--- src/rtl/intr_vec_pkg.sv ---
// Shared constants for the vectored interrupt controller: register map,
// CTRL bit positions and the request FSM state encoding.
package intr_vec_pkg;

   localparam logic [2:0] ADDR_CTRL   = 3'd0;
   localparam logic [2:0] ADDR_IE     = 3'd1;
   localparam logic [2:0] ADDR_MODE   = 3'd2;
   localparam logic [2:0] ADDR_PEND   = 3'd3;
   localparam logic [2:0] ADDR_ISR    = 3'd4;
   localparam logic [2:0] ADDR_DEPTH  = 3'd5;
   localparam logic [2:0] ADDR_STATUS = 3'd6;

   localparam int CTRL_GIE       = 15;
   localparam int CTRL_ERR_UNDER = 0;
   localparam int CTRL_ERR_COLL  = 1;

   typedef enum logic [1:0] {
      IDLE = 2'd0,
      REQ  = 2'd1,
      GAP  = 2'd2
   } state_e;

endpackage

--- src/rtl/intr_pc_lifo.sv ---
// Hardware PC-save stack: one entry pushed per accepted interrupt, one popped
// per accepted end-of-interrupt. Overflow and underflow requests are ignored.
module intr_pc_lifo #(
   parameter int W     = 8,
   parameter int DEPTH = 4
) (
   input  logic                         clk,
   input  logic                         rst_n,
   input  logic                         push,
   input  logic                         pop,
   input  logic [W-1:0]                 push_data,
   output logic [W-1:0]                 top_data,
   output logic                         full,
   output logic                         empty,
   output logic [$clog2(DEPTH+1)-1:0]   count
);

   localparam int CW = $clog2(DEPTH + 1);
   localparam int AW = (DEPTH > 1) ? $clog2(DEPTH) : 1;

   logic [W-1:0]  mem_r [DEPTH];
   logic [CW-1:0] count_r;
   logic [AW-1:0] wr_idx_s;
   logic [AW-1:0] rd_idx_s;

   assign wr_idx_s = AW'(count_r);
   assign rd_idx_s = AW'(count_r - CW'(1));
   assign full     = (count_r == CW'(DEPTH));
   assign empty    = (count_r == CW'(0));
   assign count    = count_r;
   assign top_data = mem_r[rd_idx_s];

   // Stack storage and occupancy counter.
   always_ff @(posedge clk or negedge rst_n) begin
      if (!rst_n) begin
         count_r <= CW'(0);
         for (int i = 0; i < DEPTH; i++) begin
            mem_r[i] <= {W{1'b0}};
         end
      end else if (push && !full) begin
         mem_r[wr_idx_s] <= push_data;
         count_r         <= count_r + CW'(1);
      end else if (pop && !empty) begin
         count_r <= count_r - CW'(1);
      end
   end

endmodule

--- src/rtl/intr_vec_ctrl.sv ---
// Vectored interrupt controller: N prioritised sources with enable and
// edge/level mode, nested preemption and a PC-save stack for the core FSM.
module intr_vec_ctrl
   import intr_vec_pkg::*;
#(
   parameter int              N_SRC       = 8,
   parameter int              PC_W        = 8,
   parameter int              NEST_DEPTH  = 4,
   parameter logic [PC_W-1:0] VEC_BASE    = PC_W'(8'h10),
   parameter int              VEC_STRIDE  = 4,
   parameter int              SYNC_STAGES = 2
) (
   input  logic             clk,
   input  logic             rst_n,
   input  logic [N_SRC-1:0] src_in,
   input  logic             reg_we,
   input  logic [2:0]       reg_addr,
   input  logic [15:0]      reg_wdata,
   output logic [15:0]      reg_rdata,
   output logic             irq_req,
   output logic [PC_W-1:0]  irq_vec,
   output logic [3:0]       irq_id,
   input  logic             irq_ack,
   input  logic [PC_W-1:0]  pc_in,
   input  logic             eoi,
   output logic [PC_W-1:0]  ret_pc,
   output logic             ret_valid
);

   localparam int CW = $clog2(NEST_DEPTH + 1);

   logic [N_SRC-1:0] sync_r [SYNC_STAGES];
   logic [N_SRC-1:0] prev_r, lvl_s, rise_s;
   logic             gie_r, err_under_r, err_coll_r;
   logic [N_SRC-1:0] ie_r, mode_r, pend_r, isr_r;
   state_e           state_r;
   logic             req_r, ret_valid_r;
   logic [3:0]       id_r, win_s;
   logic [PC_W-1:0]  vec_r, vec_s, ret_pc_r, lifo_top_s;
   logic             lifo_full_s, lifo_empty_s, any_s;
   logic [CW-1:0]    lifo_count_s;
   logic             ack_acc_s, eoi_ok_s;
   logic             wr_ctrl_s, wr_ie_s, wr_mode_s, wr_pend_s;
   logic [N_SRC-1:0] isr_low_s, below_s, elig_s, ack_mask_s;
   logic [N_SRC-1:0] pend_clr_s, pend_nxt_s, isr_nxt_s;
   logic             wdata_unused_s;

   assign wdata_unused_s = ^reg_wdata;

   // Input synchroniser chain plus previous-level flop for edge detection.
   always_ff @(posedge clk or negedge rst_n) begin
      if (!rst_n) begin
         for (int i = 0; i < SYNC_STAGES; i++) begin
            sync_r[i] <= {N_SRC{1'b0}};
         end
         prev_r <= {N_SRC{1'b0}};
      end else begin
         sync_r[0] <= src_in;
         for (int i = 1; i < SYNC_STAGES; i++) begin
            sync_r[i] <= sync_r[i-1];
         end
         prev_r <= lvl_s;
      end
   end

   assign lvl_s  = sync_r[SYNC_STAGES-1];
   assign rise_s = lvl_s & ~prev_r;

   assign wr_ctrl_s = reg_we && (reg_addr == ADDR_CTRL);
   assign wr_ie_s   = reg_we && (reg_addr == ADDR_IE);
   assign wr_mode_s = reg_we && (reg_addr == ADDR_MODE);
   assign wr_pend_s = reg_we && (reg_addr == ADDR_PEND);

   assign ack_acc_s = irq_ack && (state_r == REQ);
   assign eoi_ok_s  = eoi && !ack_acc_s && !lifo_empty_s;

   // Lowest set ISR bit is the active level; only strictly lower indices may
   // preempt. With ISR=0 the subtraction wraps to all ones.
   assign isr_low_s = isr_r & (~isr_r + N_SRC'(1'b1));
   assign below_s   = isr_low_s - N_SRC'(1'b1);
   assign elig_s    = (gie_r && !lifo_full_s) ? (ie_r & pend_r & ~isr_r & below_s)
                                              : {N_SRC{1'b0}};

   // Priority encoder: lowest eligible index wins.
   always_comb begin
      win_s = 4'd0;
      any_s = 1'b0;
      for (int i = N_SRC - 1; i >= 0; i--) begin
         win_s = elig_s[i] ? 4'(i) : win_s;
         any_s = any_s | elig_s[i];
      end
   end

   assign vec_s      = VEC_BASE + PC_W'(int'(win_s) * VEC_STRIDE);
   assign ack_mask_s = ack_acc_s ? ({{(N_SRC-1){1'b0}}, 1'b1} << id_r) : {N_SRC{1'b0}};

   // Edge bits: set beats clear. Level bits simply track the synchronised line.
   assign pend_clr_s = mode_r & ((wr_pend_s ? reg_wdata[N_SRC-1:0] : {N_SRC{1'b0}}) | ack_mask_s);
   assign pend_nxt_s = (mode_r & ((pend_r & ~pend_clr_s) | rise_s)) | (~mode_r & lvl_s);
   assign isr_nxt_s  = (isr_r & ~(eoi_ok_s ? isr_low_s : {N_SRC{1'b0}})) | ack_mask_s;

   // Configuration, pending, in-service, error and return registers.
   always_ff @(posedge clk or negedge rst_n) begin
      if (!rst_n) begin
         gie_r       <= 1'b0;
         err_under_r <= 1'b0;
         err_coll_r  <= 1'b0;
         ie_r        <= {N_SRC{1'b0}};
         mode_r      <= {N_SRC{1'b0}};
         pend_r      <= {N_SRC{1'b0}};
         isr_r       <= {N_SRC{1'b0}};
         ret_valid_r <= 1'b0;
         ret_pc_r    <= {PC_W{1'b0}};
      end else begin
         if (wr_ctrl_s) gie_r <= reg_wdata[CTRL_GIE];
         if (wr_ie_s)   ie_r  <= reg_wdata[N_SRC-1:0];
         if (wr_mode_s) mode_r <= reg_wdata[N_SRC-1:0];
         err_under_r <= (err_under_r & ~(wr_ctrl_s & reg_wdata[CTRL_ERR_UNDER]))
                        | (eoi && !ack_acc_s && lifo_empty_s);
         err_coll_r  <= (err_coll_r & ~(wr_ctrl_s & reg_wdata[CTRL_ERR_COLL]))
                        | (eoi && ack_acc_s);
         pend_r      <= pend_nxt_s;
         isr_r       <= isr_nxt_s;
         ret_valid_r <= eoi_ok_s;
         if (eoi_ok_s) ret_pc_r <= lifo_top_s;
      end
   end

   // Request FSM; winner and vector are tracked every cycle while in REQ.
   always_ff @(posedge clk or negedge rst_n) begin
      if (!rst_n) begin
         state_r <= IDLE;
         req_r   <= 1'b0;
         id_r    <= 4'd0;
         vec_r   <= {PC_W{1'b0}};
      end else begin
         case (state_r)
            IDLE: begin
               if (any_s) begin
                  state_r <= REQ;
                  req_r   <= 1'b1;
                  id_r    <= win_s;
                  vec_r   <= vec_s;
               end
            end
            REQ: begin
               if (ack_acc_s) begin
                  state_r <= GAP;
                  req_r   <= 1'b0;
               end else if (any_s) begin
                  id_r  <= win_s;
                  vec_r <= vec_s;
               end else begin
                  state_r <= IDLE;
                  req_r   <= 1'b0;
               end
            end
            GAP: begin
               state_r <= IDLE;
               req_r   <= 1'b0;
            end
            default: begin
               state_r <= IDLE;
               req_r   <= 1'b0;
            end
         endcase
      end
   end

   intr_pc_lifo #(
      .W     (PC_W),
      .DEPTH (NEST_DEPTH)
   ) u_lifo (
      .clk       (clk),
      .rst_n     (rst_n),
      .push      (ack_acc_s),
      .pop       (eoi_ok_s),
      .push_data (pc_in),
      .top_data  (lifo_top_s),
      .full      (lifo_full_s),
      .empty     (lifo_empty_s),
      .count     (lifo_count_s)
   );

   // Register read mux.
   always_comb begin
      reg_rdata = 16'h0000;
      case (reg_addr)
         ADDR_CTRL: begin
            reg_rdata[CTRL_GIE]       = gie_r;
            reg_rdata[CTRL_ERR_UNDER] = err_under_r;
            reg_rdata[CTRL_ERR_COLL]  = err_coll_r;
         end
         ADDR_IE:    reg_rdata = 16'(ie_r);
         ADDR_MODE:  reg_rdata = 16'(mode_r);
         ADDR_PEND:  reg_rdata = 16'(pend_r);
         ADDR_ISR:   reg_rdata = 16'(isr_r);
         ADDR_DEPTH: reg_rdata = 16'(lifo_count_s);
         ADDR_STATUS: begin
            reg_rdata[15]  = req_r;
            reg_rdata[3:0] = id_r;
         end
         default:    reg_rdata = 16'h0000;
      endcase
   end

   assign irq_req   = req_r;
   assign irq_vec   = vec_r;
   assign irq_id    = id_r;
   assign ret_pc    = ret_pc_r;
   assign ret_valid = ret_valid_r;

endmodule

--- config.mk ---
export PLATFORM = sky130hd
export DESIGN_NAME = intr_vec_ctrl
export DESIGN_NICKNAME = d
export VERILOG_FILES = /design/src/rtl/intr_vec_pkg.sv /design/src/rtl/intr_pc_lifo.sv /design/src/rtl/intr_vec_ctrl.sv
export SDC_FILE = /design/constraint.sdc
export NUM_CORES = 1
export LEC_CHECK = 0
export ABC_AREA = 1
export ABC_CLOCK_PERIOD_IN_PS = 5480
export CAP_MARGIN = 40
export CORE_AREA = 5 5 112 114
export CTS_BUF_LIST = sky130_fd_sc_hd__clkbuf_8
export DETAILED_ROUTE_END_ITERATION = 6
export DIE_AREA = 0 0 117 119
export GPL_TIMING_DRIVEN = 0
export PLACE_DENSITY_LB_ADDON = 0.08
export SYNTH_ARGS = -nofsm -noshare
export SYNTH_HDL_FRONTEND = slang
export SYNTH_HIERARCHICAL = 1
export SYNTH_SLANG_ARGS = --single-unit
--- constraint.sdc ---
create_clock -name clk -period 5.48 [get_ports clk]
set_input_delay 0.822 -clock clk [delete_from_list [all_inputs] [get_ports clk]]
set_output_delay 0.822 -clock clk [all_outputs]
set_load 0.02 [all_outputs]
### Word level (Yosys, flattened, before mapping)

Cells that the tools add are included.
Widths: inputs -> output; s select.

* flip-flop bits (word level): 118
* latch bits: 0
* RAM bits: 0
* ROM bits: 0
* word-level logic and storage cells: 138
* memories kept: 0

* $add $sub $neg: 5
* $mul: 0
* div/mod/pow operators: 0
* magnitude comparators: 3
* equal/unequal tests: 11
* shift operators: 1
* muxes and demuxes: 38
* bitwise logic cells: 36
* reductions and logical operators: 23

Operators with widths (number)
* $and 8x8->8: 10
* $mux 8: 9
* $not 8->8: 5
* $bwmux 32: 1
* $or 8x8->8: 4
* $mux 3: 10
* $bmux 8 s2: 1
* $demux 8 s2: 1
* $pmux 4 s4: 1
* $pmux 8 s2: 1
* $pmux 2 s7: 1
* $logic_and 1x1->1: 13
* $eq 3x3->1 const B: 4
* $pmux 2 s6: 1
* $or 1x1->1: 9
* $add 8x1->8 const B: 1
* $mux 4: 2
* $pmux 4 s2: 1
* $shl 1x4->8 const A: 1
* $sub 8x1->8 const B: 1
* $add 5x5->6 const A: 1
* $eq 3x2->1 const B: 2
* $ge 3x3->1 const B: 2
* $logic_not 3->1: 2
* other kinds (18): 33

### Longest topological paths before layout

* depth after elaboration: 18
* mapped depth: 16

### By module

The synthesis kept the hierarchy.

Modules (own cells, without submodules)
* intr_vec_ctrl: times used 1, cells an instance 375, area an instance 3358.2 um^2, sequential area each 1851.8 um^2
* intr_pc_lifo: times used 1, cells an instance 240, area an instance 1873.0 um^2, sequential area each 875.8 um^2

### Least setup slack after synthesis

Ideal clock, no wire load.

* path kind: input-to-output
* from: in reg_addr[1]
* to: out reg_rdata[6]
* data arrival time: 1.737 ns
* data required time: 4.658 ns
* slack: 2.921 ns
* stages: 4
* cells stage by stage: inv_1 nor2_2 nand2_1 o21ai_0

* word-level cells in the longest chain between the ends: 2
* elaborated cells between the ends (all ways): 5

Ends and longest elaborated chain
* start: declaration: line intr_vec_ctrl.sv:17 `input logic [2:0] reg_addr,`
* $eq 3x3->1, or another cell as far along: line intr_vec_ctrl.sv:188 `case (reg_addr)`
* $pmux 4 s4 *: line intr_vec_ctrl.sv:188
* end: declaration: line intr_vec_ctrl.sv:19 `output logic [15:0] reg_rdata,`

Every way passes the cells marked *; elsewhere a longest branch is shown, timed or not.

### Worst setup path after layout

* from: in reg_addr[1]
* to: out reg_rdata[0]

* word-level cells in the longest chain between the ends: 2
* elaborated cells between the ends (all ways): 8

Ends and longest elaborated chain (line)
* $eq 3x3->1, or another cell as far along: intr_vec_ctrl.sv:188
* $pmux 2 s7 *: intr_vec_ctrl.sv:188

Marked as above.

==> reports/qor.yml <==
crit_family: "buffers and inverters"
p_leak_nw: 3.25
path_buf_inv: 3
cts.clk_slew.worst_paths_ns: 0.11
synth_area_leaders: "dfrtp_1 52%, nand2_1 17%, inv_1 4.4%"
critPathMaxStageDelay_ns: 0.68
finalCritPeriodShare_pct: 69.8
multi_input_area_sq_um: 2080
io_buffers: 57
worstPathArrival_ns: 3.00
syn-instance-count: 615
grt_remaining_overflow: 0
startpoint_type: "input port"
num_vias: 4149
syn2layout_area_growth_pct: 19.5
ys_ff_latch: 109
cts_buffer_depth: 2
postCtsHoldBufs: 0
power.density_nw_per_um2: 480
drc: 0
postCtsSetupBuffers: 0
finalHoldViolCount: 0
end_kind: "output port"
r2r_slack_ns: 3.23
cts_buffers: 9
initial_core_util_pct: 46.2
grt_use_total_pct: 18.5
fin_area_sq_um: 6250
antenna_found_initial: 0
period_needed_ns: 3.83
placed_cells: 827
die-area_sq_um: 13900
hold_depth: 0
crit_required_ns: 4.66
worstSetupPathType: "in -> out"
ys_seq_area_share_pct: 52.1
slew_violations: 0
gp_congestion: 0.889
cts_sinks: 109
fmax_ghz: 0.261
clockRootBuffer: "clkbuf_8"
ys_types: 36
grt_pass1_wl_mm: 20.3
drive_above_1_share_pct: 12.6
die_w_um: 117
die_y_um: 119
fin_skew_ns: 0.0110
cts_tree: "done"
cp_common_cell: "clkdlybuf4s50_1"
final_nets: 741
detailed_place_hpwl_mm: 9.07
register_area_sq_um: 2730
worst-path-max-fanout: 7
synth.cell_area_sq_um: 5230
r2r_end: "u_lifo/count[2]"
drv_cap: 0
drt-initial-drc-count: 233
fin_util_pct: 55.2
status: "complete, no violations"
rows: 39
cts_resized: 0
fin_ws_ns: 1.65
dr.pass1.iters: 4
placed_cell_area_sq_um: 6050
reg2reg_depth: 9
hp-class: "reg -> reg"
nFillCells: 1061
fin_cells: 842
drt-wirelength-per-cell_um: 14.7
viasPerCell: 4.93
core_sq_um: 11300
yosysTopAreaCell: "dfrtp_1"
rsz0062_at_grt: "false"
cp_slowest_cell: "clkdlybuf4s50_1"
crit_chain: "clkdlybuf4s50_1 -> inv_1 -> nor2_2 -> nand2_1 -> o2111ai_1 -> clkdlybuf4s50_1"
holdPathEnd: "lvl_s[3]"
grt_pass1_vias: 3889
dp_slack_ns: 1.73
diodes: 0
grt_max_degree: 68
antenna_left: 0
worstHoldStart: "sync_r[11]"
synth_top_area_share_pct: 52.1
postRouteWirelength_mm: 12.3
tightest_slew_ns: 0.590
timing.rr.start: "u_lifo/count[0]"
holdWs_ns: 0.359
cts.htree.levels: 3
ios: 78
slew_headroom_pct: 60.7
setup-violations-final: 0
peakVddDrop_uv: 258
yosysWarnings: 6
avgSynthCellArea_sq_um: 8.51
clk_latency_ns: 0.37
## metrics by stage
step,TNS (ns),power (mW)
detailed placement,0,2.50
CTS,0,3.02
global route,0,3.23
floorplan,0,2.07
finish,0,3.00
global placement,-57.52,2.47
## area by class of cell
cell class | instances | area share, %
multi-input cells | 420 | 33.2
flip-flops and latches | 109 | 43.6
clock buffers | 9 | 1.98
repair buffers | 58 | 9.53
inverters | 72 | 4.32
clock inverters | 6 | 1.28
well taps | 143 | 2.86
plain buffers | 25 | 3.18
## where the power goes
group / internal (mW) / switching [mW] / leakage (nW)
combinational: 0.480 / 0.816 / 1.80
clock: 0.220 / 0.289 / 0.101
sequential: 1.04 / 0.162 / 1.35
total: 1.74 / 1.27 / 3.25
## registers in the layout, indices dropped and copies added, names as in the netlist, 3 cells and up
name	flops
pend_r	8
isr_r	8
irq_id	3
ie_r	8
mode_r	8
lvl_s	8
u_lifo/mem_r	32
sync_r	8
u_lifo/count	3
prev_r	8
ret_pc	8
## kinds of logic after synthesis
group	count (synthesis)	synth area share, %
and+or+nand+nor	315	26.8
DFF	109	52.1
buffers and inverters	97	8.97
AOI/OAI and AO/OA	87	10.6
adders and majority gates	6	1.44
other	1	0.0717
## layer usage
layer	global-route usage [%]	routed length, um
met4	4.95	137
met1	30.8	6410
met2	24.7	5120
met3	2.69	677
met5	0	0
## how the worst max path moves through the flow
stage	depth (start not counted)	slack [ns]	start	endpoint
global placement	1	-0.54	rst_n	ret_pc[3]
floorplan	4	2.92	reg_addr[1]	reg_rdata[6]
global route	6	1.57	reg_addr[1]	reg_rdata[0]
CTS	6	1.72	reg_addr[1]	reg_rdata[0]
finish	6	1.65	reg_addr[1]	reg_rdata[0]
detailed placement	6	1.73	reg_addr[1]	reg_rdata[0]
## cell usage in the layout, fill, tap and decap left out, drive strengths merged
| cell | netlist | layout |
|---|---|---|
| a21oi | 4 | 4 |
| nand3 | 17 | 17 |
| conb | 1 | 12 |
| nand4 | 2 | 2 |
| ha | 6 | 6 |
| nand2 | 255 | 255 |
| dfrtp | 109 | 109 |
| inv | 72 | 75 |
| a22oi | 5 | 5 |
| nor3 | 3 | 3 |
| o2111ai | 3 | 3 |
| o221ai | 2 | 2 |
| nor2 | 38 | 38 |
| o31ai | 8 | 8 |
| clkinv | 0 | 1 |
| o22ai | 4 | 4 |
| bufinv | 0 | 1 |
| clkinvlp | 0 | 1 |
| a31oi | 1 | 1 |
| clkdlybuf4s50 | 0 | 56 |
| a221oi | 2 | 2 |
| buf | 25 | 27 |
| o21ai | 40 | 40 |
| o211ai | 16 | 16 |
| a211oi | 1 | 1 |
| clkbuf | 0 | 9 |
| a21boi | 1 | 1 |
## cells in the mapped netlist, drive strengths merged
master   instances
a211oi           1
a21boi           1
a21oi            4
a221oi           2
a22oi            5
a31oi            1
buf             25
conb             1
dfrtp          109
ha               6
inv             72
nand2          255
nand3           17
nand4            2
nor2            38
nor3             3
o2111ai          3
o211ai          16
o21ai           40
o221ai           2
o22ai            4
o31ai            8
Power figures use the tool's default switching activity.
